$ cat config.mk
export PLATFORM = sky130hd
export DESIGN_NAME = fpmul_bus_master_flat
export DESIGN_NICKNAME = d
export VERILOG_FILES = /design/src/rtl/fpmul_bus_master_if.sv /design/src/rtl/fpmul_bus_master.sv /design/src/flat_wrapper.sv
export SDC_FILE = /design/constraint.sdc
export NUM_CORES = 1
export LEC_CHECK = 0
export CELL_PAD_IN_SITES_DETAIL_PLACEMENT = 0
export CELL_PAD_IN_SITES_GLOBAL_PLACEMENT = 1
export CORE_MARGIN = 4
export CORE_UTILIZATION = 36
export CTS_BUF_LIST = sky130_fd_sc_hd__clkbuf_16
export CTS_CLUSTER_DIAMETER = 60
export DETAILED_ROUTE_END_ITERATION = 6
export GPL_TIMING_DRIVEN = 0
export HOLD_SLACK_MARGIN = 0.05
export PLACE_DENSITY = 0.84
export SLEW_MARGIN = 20
export SYNTH_ARGS = -nofsm -noshare
export SYNTH_HDL_FRONTEND = slang
export SYNTH_SLANG_ARGS = --single-unit
$ cat constraint.sdc
create_clock -name clk -period 4.2 [get_ports clk]
set_clock_uncertainty 0.2 [all_clocks]
set_input_delay 0.84 -clock clk [delete_from_list [all_inputs] [get_ports clk]]
set_output_delay 0.84 -clock clk [all_outputs]
set_load 0.05 [all_outputs]
$ cat src/rtl/fpmul_bus_master_if.sv
// Bundle of the command, response and peripheral-bus signals of fpmul_bus_master.
//   cmd_*     : operand-pair request (valid/ready), driven by the requester.
//   rsp_*     : product, flags and abort status (valid/ready), returned to the requester.
//   op_count  : completed-operation counter, wraps.
//   bus_*     : 2-bit-address register bus towards the FP multiplier peripheral.
// modport master : the bus initiator's view.
// modport slave  : the requester/peripheral side view.
interface fpmul_bus_master_if #(
  parameter int unsigned CNT_W = 16
);
  logic             cmd_valid;
  logic             cmd_ready;
  logic [31:0]      cmd_a;
  logic [31:0]      cmd_b;
  logic             rsp_valid;
  logic             rsp_ready;
  logic [31:0]      rsp_p;
  logic [5:0]       rsp_flags;
  logic             rsp_timeout;
  logic [CNT_W-1:0] op_count;
  logic [1:0]       bus_a;
  logic             bus_we;
  logic [31:0]      bus_wdata;
  logic [31:0]      bus_rdata;

  modport master (
    input  cmd_valid, cmd_a, cmd_b, rsp_ready, bus_rdata,
    output cmd_ready, rsp_valid, rsp_p, rsp_flags, rsp_timeout, op_count,
    output bus_a, bus_we, bus_wdata
  );

  modport slave (
    output cmd_valid, cmd_a, cmd_b, rsp_ready, bus_rdata,
    input  cmd_ready, rsp_valid, rsp_p, rsp_flags, rsp_timeout, op_count,
    input  bus_a, bus_we, bus_wdata
  );
endinterface

$ cat src/rtl/fpmul_bus_master.sv
// Bus initiator for the memory-mapped FP multiplier peripheral.
// Takes an operand pair on the command port, runs the register sequence
// (write OpA, write OpB, write Start, poll status, read product, clear Start)
// and returns product and flags on the response port.
// Ports:
//   clk  : clock
//   rst  : asynchronous active-low reset
//   mst  : fpmul_bus_master_if.master (cmd_*, rsp_*, op_count, bus_*)
// Optional feature: define FPMUL_MST_TIMEOUT_EN to abort polling after TIMEOUT
// POLL cycles without Done (response then carries rsp_timeout=1, rsp_p=0).
// All outputs are flops loaded from the next state, so nothing combinational
// reaches bus_a/bus_we/bus_wdata from any input.
module fpmul_bus_master #(
  parameter int unsigned TIMEOUT = 1024,
  parameter int unsigned CNT_W   = 16
) (
  input logic                 clk,
  input logic                 rst,
  fpmul_bus_master_if.master  mst
);

  typedef enum logic [3:0] {
    StIdle, StWrA, StWrB, StWrGo, StGap, StPoll, StRdP, StWrClr, StResp
  } state_e;

  localparam logic [31:0] StartWord = 32'h0001_0000;

  state_e           state_q, state_d;
  logic [31:0]      op_a_q, op_a_d, op_b_q, op_b_d;
  logic [1:0]       bus_a_q, bus_a_d;
  logic             bus_we_q, bus_we_d;
  logic [31:0]      bus_wdata_q, bus_wdata_d;
  logic             cmd_ready_q, cmd_ready_d;
  logic             rsp_valid_q, rsp_valid_d;
  logic [31:0]      rsp_p_q, rsp_p_d;
  logic [5:0]       rsp_flags_q, rsp_flags_d;
  logic [CNT_W-1:0] op_count_q, op_count_d;

`ifdef FPMUL_MST_TIMEOUT_EN
  localparam int unsigned PollW = $clog2(TIMEOUT + 1);
  logic             rsp_timeout_q, rsp_timeout_d;
  logic [PollW-1:0] poll_cnt_q, poll_cnt_d;
`else
  localparam int unsigned UnusedTimeout = TIMEOUT;
`endif

  always_comb begin
    state_d     = state_q;
    op_a_d      = op_a_q;
    op_b_d      = op_b_q;
    rsp_p_d     = rsp_p_q;
    rsp_flags_d = rsp_flags_q;
    op_count_d  = op_count_q;
`ifdef FPMUL_MST_TIMEOUT_EN
    rsp_timeout_d = rsp_timeout_q;
    poll_cnt_d    = poll_cnt_q;
`endif

    unique case (state_q)
      StIdle: begin
        if (mst.cmd_valid && cmd_ready_q) begin
          op_a_d  = mst.cmd_a;
          op_b_d  = mst.cmd_b;
          state_d = StWrA;
        end
      end
      StWrA:  state_d = StWrB;
      StWrB:  state_d = StWrGo;
      StWrGo: begin
        state_d = StGap;
`ifdef FPMUL_MST_TIMEOUT_EN
        poll_cnt_d = '0;
`endif
      end
      StGap:  state_d = StPoll;
      StPoll: begin
        if (mst.bus_rdata[0]) begin
          rsp_flags_d = mst.bus_rdata[13:8];
          state_d     = StRdP;
`ifdef FPMUL_MST_TIMEOUT_EN
          rsp_timeout_d = 1'b0;
        end else if (poll_cnt_q == PollW'(TIMEOUT - 1)) begin
          // Last allowed poll without Done: abort and skip the product read.
          rsp_p_d       = '0;
          rsp_flags_d   = '0;
          rsp_timeout_d = 1'b1;
          state_d       = StWrClr;
        end else begin
          poll_cnt_d = poll_cnt_q + 1'b1;
`endif
        end
      end
      StRdP: begin
        rsp_p_d = mst.bus_rdata;
        state_d = StWrClr;
      end
      StWrClr: state_d = StResp;
      StResp: begin
        if (rsp_valid_q && mst.rsp_ready) begin
          op_count_d = op_count_q + 1'b1;
          state_d    = StIdle;
        end
      end
      default: state_d = StIdle;
    endcase
  end

  // Registered output decode of the state being entered.
  always_comb begin
    bus_a_d     = 2'd3;
    bus_we_d    = 1'b0;
    bus_wdata_d = '0;
    cmd_ready_d = 1'b0;
    rsp_valid_d = 1'b0;
    unique case (state_d)
      StIdle:  cmd_ready_d = 1'b1;
      StWrA: begin
        bus_a_d     = 2'd0;
        bus_we_d    = 1'b1;
        bus_wdata_d = op_a_d;
      end
      StWrB: begin
        bus_a_d     = 2'd1;
        bus_we_d    = 1'b1;
        bus_wdata_d = op_b_d;
      end
      StWrGo: begin
        bus_a_d     = 2'd2;
        bus_we_d    = 1'b1;
        bus_wdata_d = StartWord;
      end
      StRdP:   bus_a_d = 2'd2;
      StWrClr: begin
        bus_a_d  = 2'd2;
        bus_we_d = 1'b1;
      end
      StResp:  rsp_valid_d = 1'b1;
      default: ;
    endcase
  end

  always_ff @(posedge clk or negedge rst) begin
    if (!rst) begin
      state_q     <= StIdle;
      op_a_q      <= '0;
      op_b_q      <= '0;
      bus_a_q     <= '0;
      bus_we_q    <= 1'b0;
      bus_wdata_q <= '0;
      cmd_ready_q <= 1'b0;
      rsp_valid_q <= 1'b0;
      rsp_p_q     <= '0;
      rsp_flags_q <= '0;
      op_count_q  <= '0;
`ifdef FPMUL_MST_TIMEOUT_EN
      rsp_timeout_q <= 1'b0;
      poll_cnt_q    <= '0;
`endif
    end else begin
      state_q     <= state_d;
      op_a_q      <= op_a_d;
      op_b_q      <= op_b_d;
      bus_a_q     <= bus_a_d;
      bus_we_q    <= bus_we_d;
      bus_wdata_q <= bus_wdata_d;
      cmd_ready_q <= cmd_ready_d;
      rsp_valid_q <= rsp_valid_d;
      rsp_p_q     <= rsp_p_d;
      rsp_flags_q <= rsp_flags_d;
      op_count_q  <= op_count_d;
`ifdef FPMUL_MST_TIMEOUT_EN
      rsp_timeout_q <= rsp_timeout_d;
      poll_cnt_q    <= poll_cnt_d;
`endif
    end
  end

  assign mst.cmd_ready = cmd_ready_q;
  assign mst.rsp_valid = rsp_valid_q;
  assign mst.rsp_p     = rsp_p_q;
  assign mst.rsp_flags = rsp_flags_q;
  assign mst.op_count  = op_count_q;
  assign mst.bus_a     = bus_a_q;
  assign mst.bus_we    = bus_we_q;
  assign mst.bus_wdata = bus_wdata_q;
`ifdef FPMUL_MST_TIMEOUT_EN
  assign mst.rsp_timeout = rsp_timeout_q;
`else
  assign mst.rsp_timeout = 1'b0;
`endif

endmodule

$ cat src/flat_wrapper.sv
// flat-port wrapper written by rule: the top's interface ports become plain ports
module fpmul_bus_master_flat 
#(
  parameter int unsigned TIMEOUT = 1024,
  parameter int unsigned CNT_W   = 16
)
  (clk, rst, mst_cmd_valid, mst_cmd_a, mst_cmd_b, mst_rsp_ready, mst_bus_rdata, mst_cmd_ready, mst_rsp_valid, mst_rsp_p, mst_rsp_flags, mst_rsp_timeout, mst_op_count, mst_bus_a, mst_bus_we, mst_bus_wdata);
  fpmul_bus_master_if #(.CNT_W(CNT_W)) mst_i ();
  input logic clk;
  input logic rst;
  input wire logic [$bits(mst_i.cmd_valid)-1:0] mst_cmd_valid;
  input wire logic [$bits(mst_i.cmd_a)-1:0] mst_cmd_a;
  input wire logic [$bits(mst_i.cmd_b)-1:0] mst_cmd_b;
  input wire logic [$bits(mst_i.rsp_ready)-1:0] mst_rsp_ready;
  input wire logic [$bits(mst_i.bus_rdata)-1:0] mst_bus_rdata;
  output wire logic [$bits(mst_i.cmd_ready)-1:0] mst_cmd_ready;
  output wire logic [$bits(mst_i.rsp_valid)-1:0] mst_rsp_valid;
  output wire logic [$bits(mst_i.rsp_p)-1:0] mst_rsp_p;
  output wire logic [$bits(mst_i.rsp_flags)-1:0] mst_rsp_flags;
  output wire logic [$bits(mst_i.rsp_timeout)-1:0] mst_rsp_timeout;
  output wire logic [$bits(mst_i.op_count)-1:0] mst_op_count;
  output wire logic [$bits(mst_i.bus_a)-1:0] mst_bus_a;
  output wire logic [$bits(mst_i.bus_we)-1:0] mst_bus_we;
  output wire logic [$bits(mst_i.bus_wdata)-1:0] mst_bus_wdata;
  assign mst_i.cmd_valid = mst_cmd_valid;
  assign mst_i.cmd_a = mst_cmd_a;
  assign mst_i.cmd_b = mst_cmd_b;
  assign mst_i.rsp_ready = mst_rsp_ready;
  assign mst_i.bus_rdata = mst_bus_rdata;
  assign mst_cmd_ready = mst_i.cmd_ready;
  assign mst_rsp_valid = mst_i.rsp_valid;
  assign mst_rsp_p = mst_i.rsp_p;
  assign mst_rsp_flags = mst_i.rsp_flags;
  assign mst_rsp_timeout = mst_i.rsp_timeout;
  assign mst_op_count = mst_i.op_count;
  assign mst_bus_a = mst_i.bus_a;
  assign mst_bus_we = mst_i.bus_we;
  assign mst_bus_wdata = mst_i.bus_wdata;
  fpmul_bus_master #(.TIMEOUT(TIMEOUT), .CNT_W(CNT_W)) u_core (.clk(clk), .rst(rst), .mst(mst_i));
endmodule
; After elaboration in Yosys (flattened, before gate mapping)
; Cells that the tools add are included.
[word_totals]
elab_cells = 47
ff_bits = 159
in_bits = 100
out_inout_bits = 92
[classes]
n_mux = 13
add_sub_neg = 1
n_eq_ne = 14
reduce_logical = 8
[ops]
columns = cell, count
row1 = $mux 32, 4
row2 = $pmux 32 s3, 1
row3 = $pmux 4 s9, 1
row4 = $eq 4x3->1 const B, 6
row5 = $add 16x1->16 const B, 1
row6 = $eq 4x2->1 const B, 4
row7 = $mux 4, 3
row8 = $eq 4x1->1 const B, 2
row9 = $eq 4x4->1 const B, 2
row10 = $logic_not 4->1, 2
row11 = $pmux 2 s3, 1
row12 = $reduce_and 2->1, 2
row13 = $reduce_or 4->1, 1
row14 = $mux 1, 3
row15 = $reduce_or 3->1, 1
row16 = $logic_and 1x1->1, 2

; Logic depth before layout (Yosys ltp)
[depth]
ltp_word = 6
depth_mapped = 7
mapped_depth_nobuf = 5

; Least setup slack after synthesis
; OpenSTA, ideal clock, no wires.
[synth_path]
path_type = input-to-reg
startpoint = input port mst_cmd_valid
endpoint = register u_core.op_b_q[22]
required_ps = 3875
setup_slack_ps = 1782
cell_stages = 7
setup_time_ps = 125
path_buffers = 3
arrival_time_ps = 2093
cell_sequence = and2_1 clkbuf_1 nand2_1 nor3_1 buf_2 buf_2 mux2_2
[synth_between]
elab_chain_len = 3
[synth_lines]
columns = item, line_no
row1 = "start, declared", flat_wrapper.sv:11  ; input wire logic [$bits(mst_i.cmd_valid)-1:0] mst_cmd_valid;
row2 = $logic_and 1x1->1, fpmul_bus_master.sv:61  ; if (mst.cmd_valid && cmd_ready_q) begin
row3 = $mux 32, fpmul_bus_master.sv:61
row4 = $mux 32, fpmul_bus_master.sv:59  ; unique case (state_q)
row5 = net u_core.op_b_d[22], fpmul_bus_master.sv:29  ; logic [31:0] op_a_q, op_a_d, op_b_q, op_b_d;
row6 = "end signal, assigned", fpmul_bus_master.sv:162  ; op_b_q <= op_b_d;
row7 = "end, declared", fpmul_bus_master.sv:29
; The timed path passes the listed nets, and every way through them passes these cells.
; A chain may end at the register's enable or synchronous reset.

; Worst setup path in the final report
[layout_path]
startpoint = register u_core.op_count_q[7] (netlist: u_core.mst.op_count[7])
endpoint = output port mst_op_count[7]
[layout_lines]
columns = item, line_no
row1 = "start, declared", fpmul_bus_master.sv:37  ; logic [CNT_W-1:0] op_count_q, op_count_d;
row2 = "start signal, assigned", fpmul_bus_master.sv:170  ; op_count_q <= op_count_d;
row3 = "end, declared", flat_wrapper.sv:21  ; output wire logic [$bits(mst_i.op_count)-1:0] mst_op_count;
; No word-level cell between the ends.

==> impl_metrics.yaml <==
status:
  status: "finished clean"
sta:
  fin_tns_setup_ns: 0
  max_slew_margin: 0.467
  finalSetupViolations: 0
  fin_crit_sh: 0.655
  worst_pin_slew_ns: 0.794
  min_period_ns: 2.75
  max_freq_mhz: 363
  drv_slew: 0
  fin_ws_ns: 1.45
  whs_ns: 0.263
  hold_viol_final: 0
  rsz0062_at_grt: "false"
place:
  io_buffers: 190
  hpwl_um: 9140
  placedCellCount: 705
  dp_slack_ns: 1.03
  gp_congestion: 0.765
grt:
  grt_pass1_wl_um: 20200
  grt_max_degree: 75
  grt_pass1_vias: 3864
  grt_overflow_total: 0
  grt_use_total: 0.164
  grt_antenna_before_repair: 0
setup_path:
  cp-start-kind: "flop"
  reg2reg_depth: 6
  path_buf_inv: 1
  critical_path_class: "flop to primary output"
  regToRegSetupSlack_ns: 1.74
  r2r_end: "u_core.mst.op_count[13]$_DFFE_PN0P_"
  reg2reg_from: "u_core.state_q[2]$_DFF_PN0_"
  crit_fanout: 6
  slowest_stage: "clkdlybuf4s50_1"
  cp_top_family: "buffers and inverters"
  crit_path_end_kind: "primary output"
  worstPathRequired_ns: 3.16
  worstPathArrival_ns: 1.71
  crit_chain: "clkdlybuf4s50_1"
  slowest_delay_ns: 0.86
yosys:
  ys_top_cells_by_area: "dfrtp_1, mux2_2, a22o_1"
  yosysSeqAreaShare: 0.649
  synth_flop_cell: "dfrtp_1"
  yosys.area.top_type: "dfrtp_1"
  synth_top_area_frac: 0.649
  synth-edff-count: 0
  syn_avg_cell_area_um2: 14.5
  synth_nets: 439
  netlist_instances: 338
  ys_async_sr_fraction: 1.00
  syn-cell-area_mm2: 0.00489
  yosysWarnings: 0
  ys_types: 36
  ys_ff_latch: 127
clock_tree:
  clkLatencyLatePin_ns: 0.41
  cts_setup_buffers: 0
  post_cts_resized: 0
  cts_max_path_buffers: 2
  numCtsBuffers: 17
  clock-sinks: 127
  h-tree-depth: 4
  cts_tree: "built"
  hold_buffers: 0
  clk_pin_slew_ns: 0.06
  cts-root-buf: "clkbuf_16"
floorplan:
  die_y_um: 125
  rows: 42
  pin_count: 192
  core-area_mm2: 0.0133
  die_area_mm2: 0.0155
  die_w_um: 125
  initial_core_util: 0.368
final_layout:
  layout-drive-gt1-share: 0.200
  diodes: 0
  area_delta_synth_final_pct: 55.8
  final_cell_mix: "clkdlybuf4s50_1, dfrtp_1, mux2_2"
  stdcell_count: 737
  mostFrequentLayoutCell: "clkdlybuf4s50_1"
  nFillCells: 1071
  final_nets: 649
pwr:
  finalPower_mw: 5.98
  combPwrFrac: 0.441
  pwr-share-seq: 0.320
  switching_share: 0.391
  p_int_mw: 3.64
  p_per_area_mw_per_mm2: 784
  ir_worst_vdd_mv: 0.307
  p_clk_frac: 0.239
  switching_power_mw: 2.34
  cellLeakagePower_nw: 3.28
route:
  vias: 3466
  ant_nets: 0
  wirelength_um: 12200
  dr.pass1.iters: 4
  drc: 0
  drt_iter0_drc: 98
  wl_per_cell_um: 16.6
  viasPerCell: 4.70
run:
  drv_cap: 0
min_path:
  hp-class: "primary input to asynchronous set/reset pin"
layer usage:
layer / vias to the layer above / routed length, um / GRT usage
met4: 0 / 265 / 0.0690
met1: 1696 / 4810 / 0.184
li1: 1621 / - / -
met3: 21 / 1120 / 0.0746
met2: 128 / 6030 / 0.269
met5: - / 0 / 0
cells by family (layout without fill, tap and decap cells):
kind of cell / count (synthesis) / after routing / share of synthesized area
flops: 127 / 127 / 0.649
buf+inv: 26 / 249 / 0.0258
simple gates: 51 / 51 / 0.0573
xor+xnor: 16 / 16 / 0.0286
mux: 71 / 71 / 0.163
other cells: 1 / 1 / 0.000766
fa+ha+maj: 1 / 1 / 0.00256
compound gates: 45 / 45 / 0.0723
worst max-delay path by stage:
stage,from,end,slack [ns],depth (start not counted)
floorplan,mst_cmd_valid,u_core.op_b_q[22]$_DFF_PN0_,1.78,7
global placement,rst,u_core.mst.op_count[7]$_DFFE_PN0P_,-2.83,1
detailed placement,mst_cmd_valid,u_core.op_b_q[30]$_DFF_PN0_,1.03,8
CTS,u_core.mst.op_count[11]$_DFFE_PN0P_,mst_op_count[11],1.42,1
global route,mst_cmd_valid,u_core.op_b_q[22]$_DFF_PN0_,1.27,8
finish,u_core.mst.op_count[7]$_DFFE_PN0P_,mst_op_count[7],1.45,1
state kept, by name, summed over array words and instances (netlist names), 2 cells and up:
| signal | flops |
|---|---|
| u_core.mst.op_count | 16 |
| u_core.mst.rsp_flags | 6 |
| u_core.op_b_q | 32 |
| u_core.mst.bus_a | 2 |
| u_core.mst.rsp_p | 32 |
| u_core.mst.bus_wdata | 32 |
| u_core.state_q | 4 |
synth_stat cells, types with 2 or more instances:
| library cell | instances |
|---|---|
| o21a_1 | 2 |
| nor3_1 | 4 |
| buf_6 | 2 |
| and2_1 | 2 |
| a21oi_1 | 5 |
| nand2_1 | 12 |
| mux2_2 | 71 |
| nor2_1 | 10 |
| o21ai_0 | 4 |
| xnor2_1 | 10 |
| inv_1 | 3 |
| nand3_1 | 5 |
| clkbuf_1 | 8 |
| nand4_1 | 4 |
| nand2b_1 | 3 |
| buf_2 | 8 |
| xor2_1 | 6 |
| a22o_1 | 31 |
| buf_1 | 4 |
| nor4_1 | 2 |
| dfrtp_1 | 127 |
layout make-up:
class / count / area [um2] / area share
sequential: 127 / 3180 / 0.417
timing repair buffer: 191 / 1930 / 0.253
multi-input combinational: 185 / 1590 / 0.209
clock buffer: 17 / 425 / 0.0558
tap: 176 / 220 / 0.0289
clock inverter: 15 / 153 / 0.0200
buffer: 23 / 115 / 0.0151
inverter: 3 / 11.3 / 0.00148
per-stage QoR:
step,cell area [um2],utilization
after floorplan,4890,-
after CTS,7620,0.573
final,7620,0.573
after detailed placement,7050,0.530
after global placement,7020,0.528
after global routing,7620,0.573
power groups by stage:
stage / Combinational, mW / Sequential, mW / Clock [mW]
3_5_place_dp: 2.66 / 1.93 / 0
2_1_floorplan: 0.696 / 2.95 / 0
6_report: 2.64 / 1.91 / 1.43
5_1_grt: 2.77 / 1.97 / 1.52
3_3_place_gp: 2.62 / 1.91 / 0
4_1_cts: 2.67 / 1.92 / 1.46
Power figures use the tool's default switching activity.
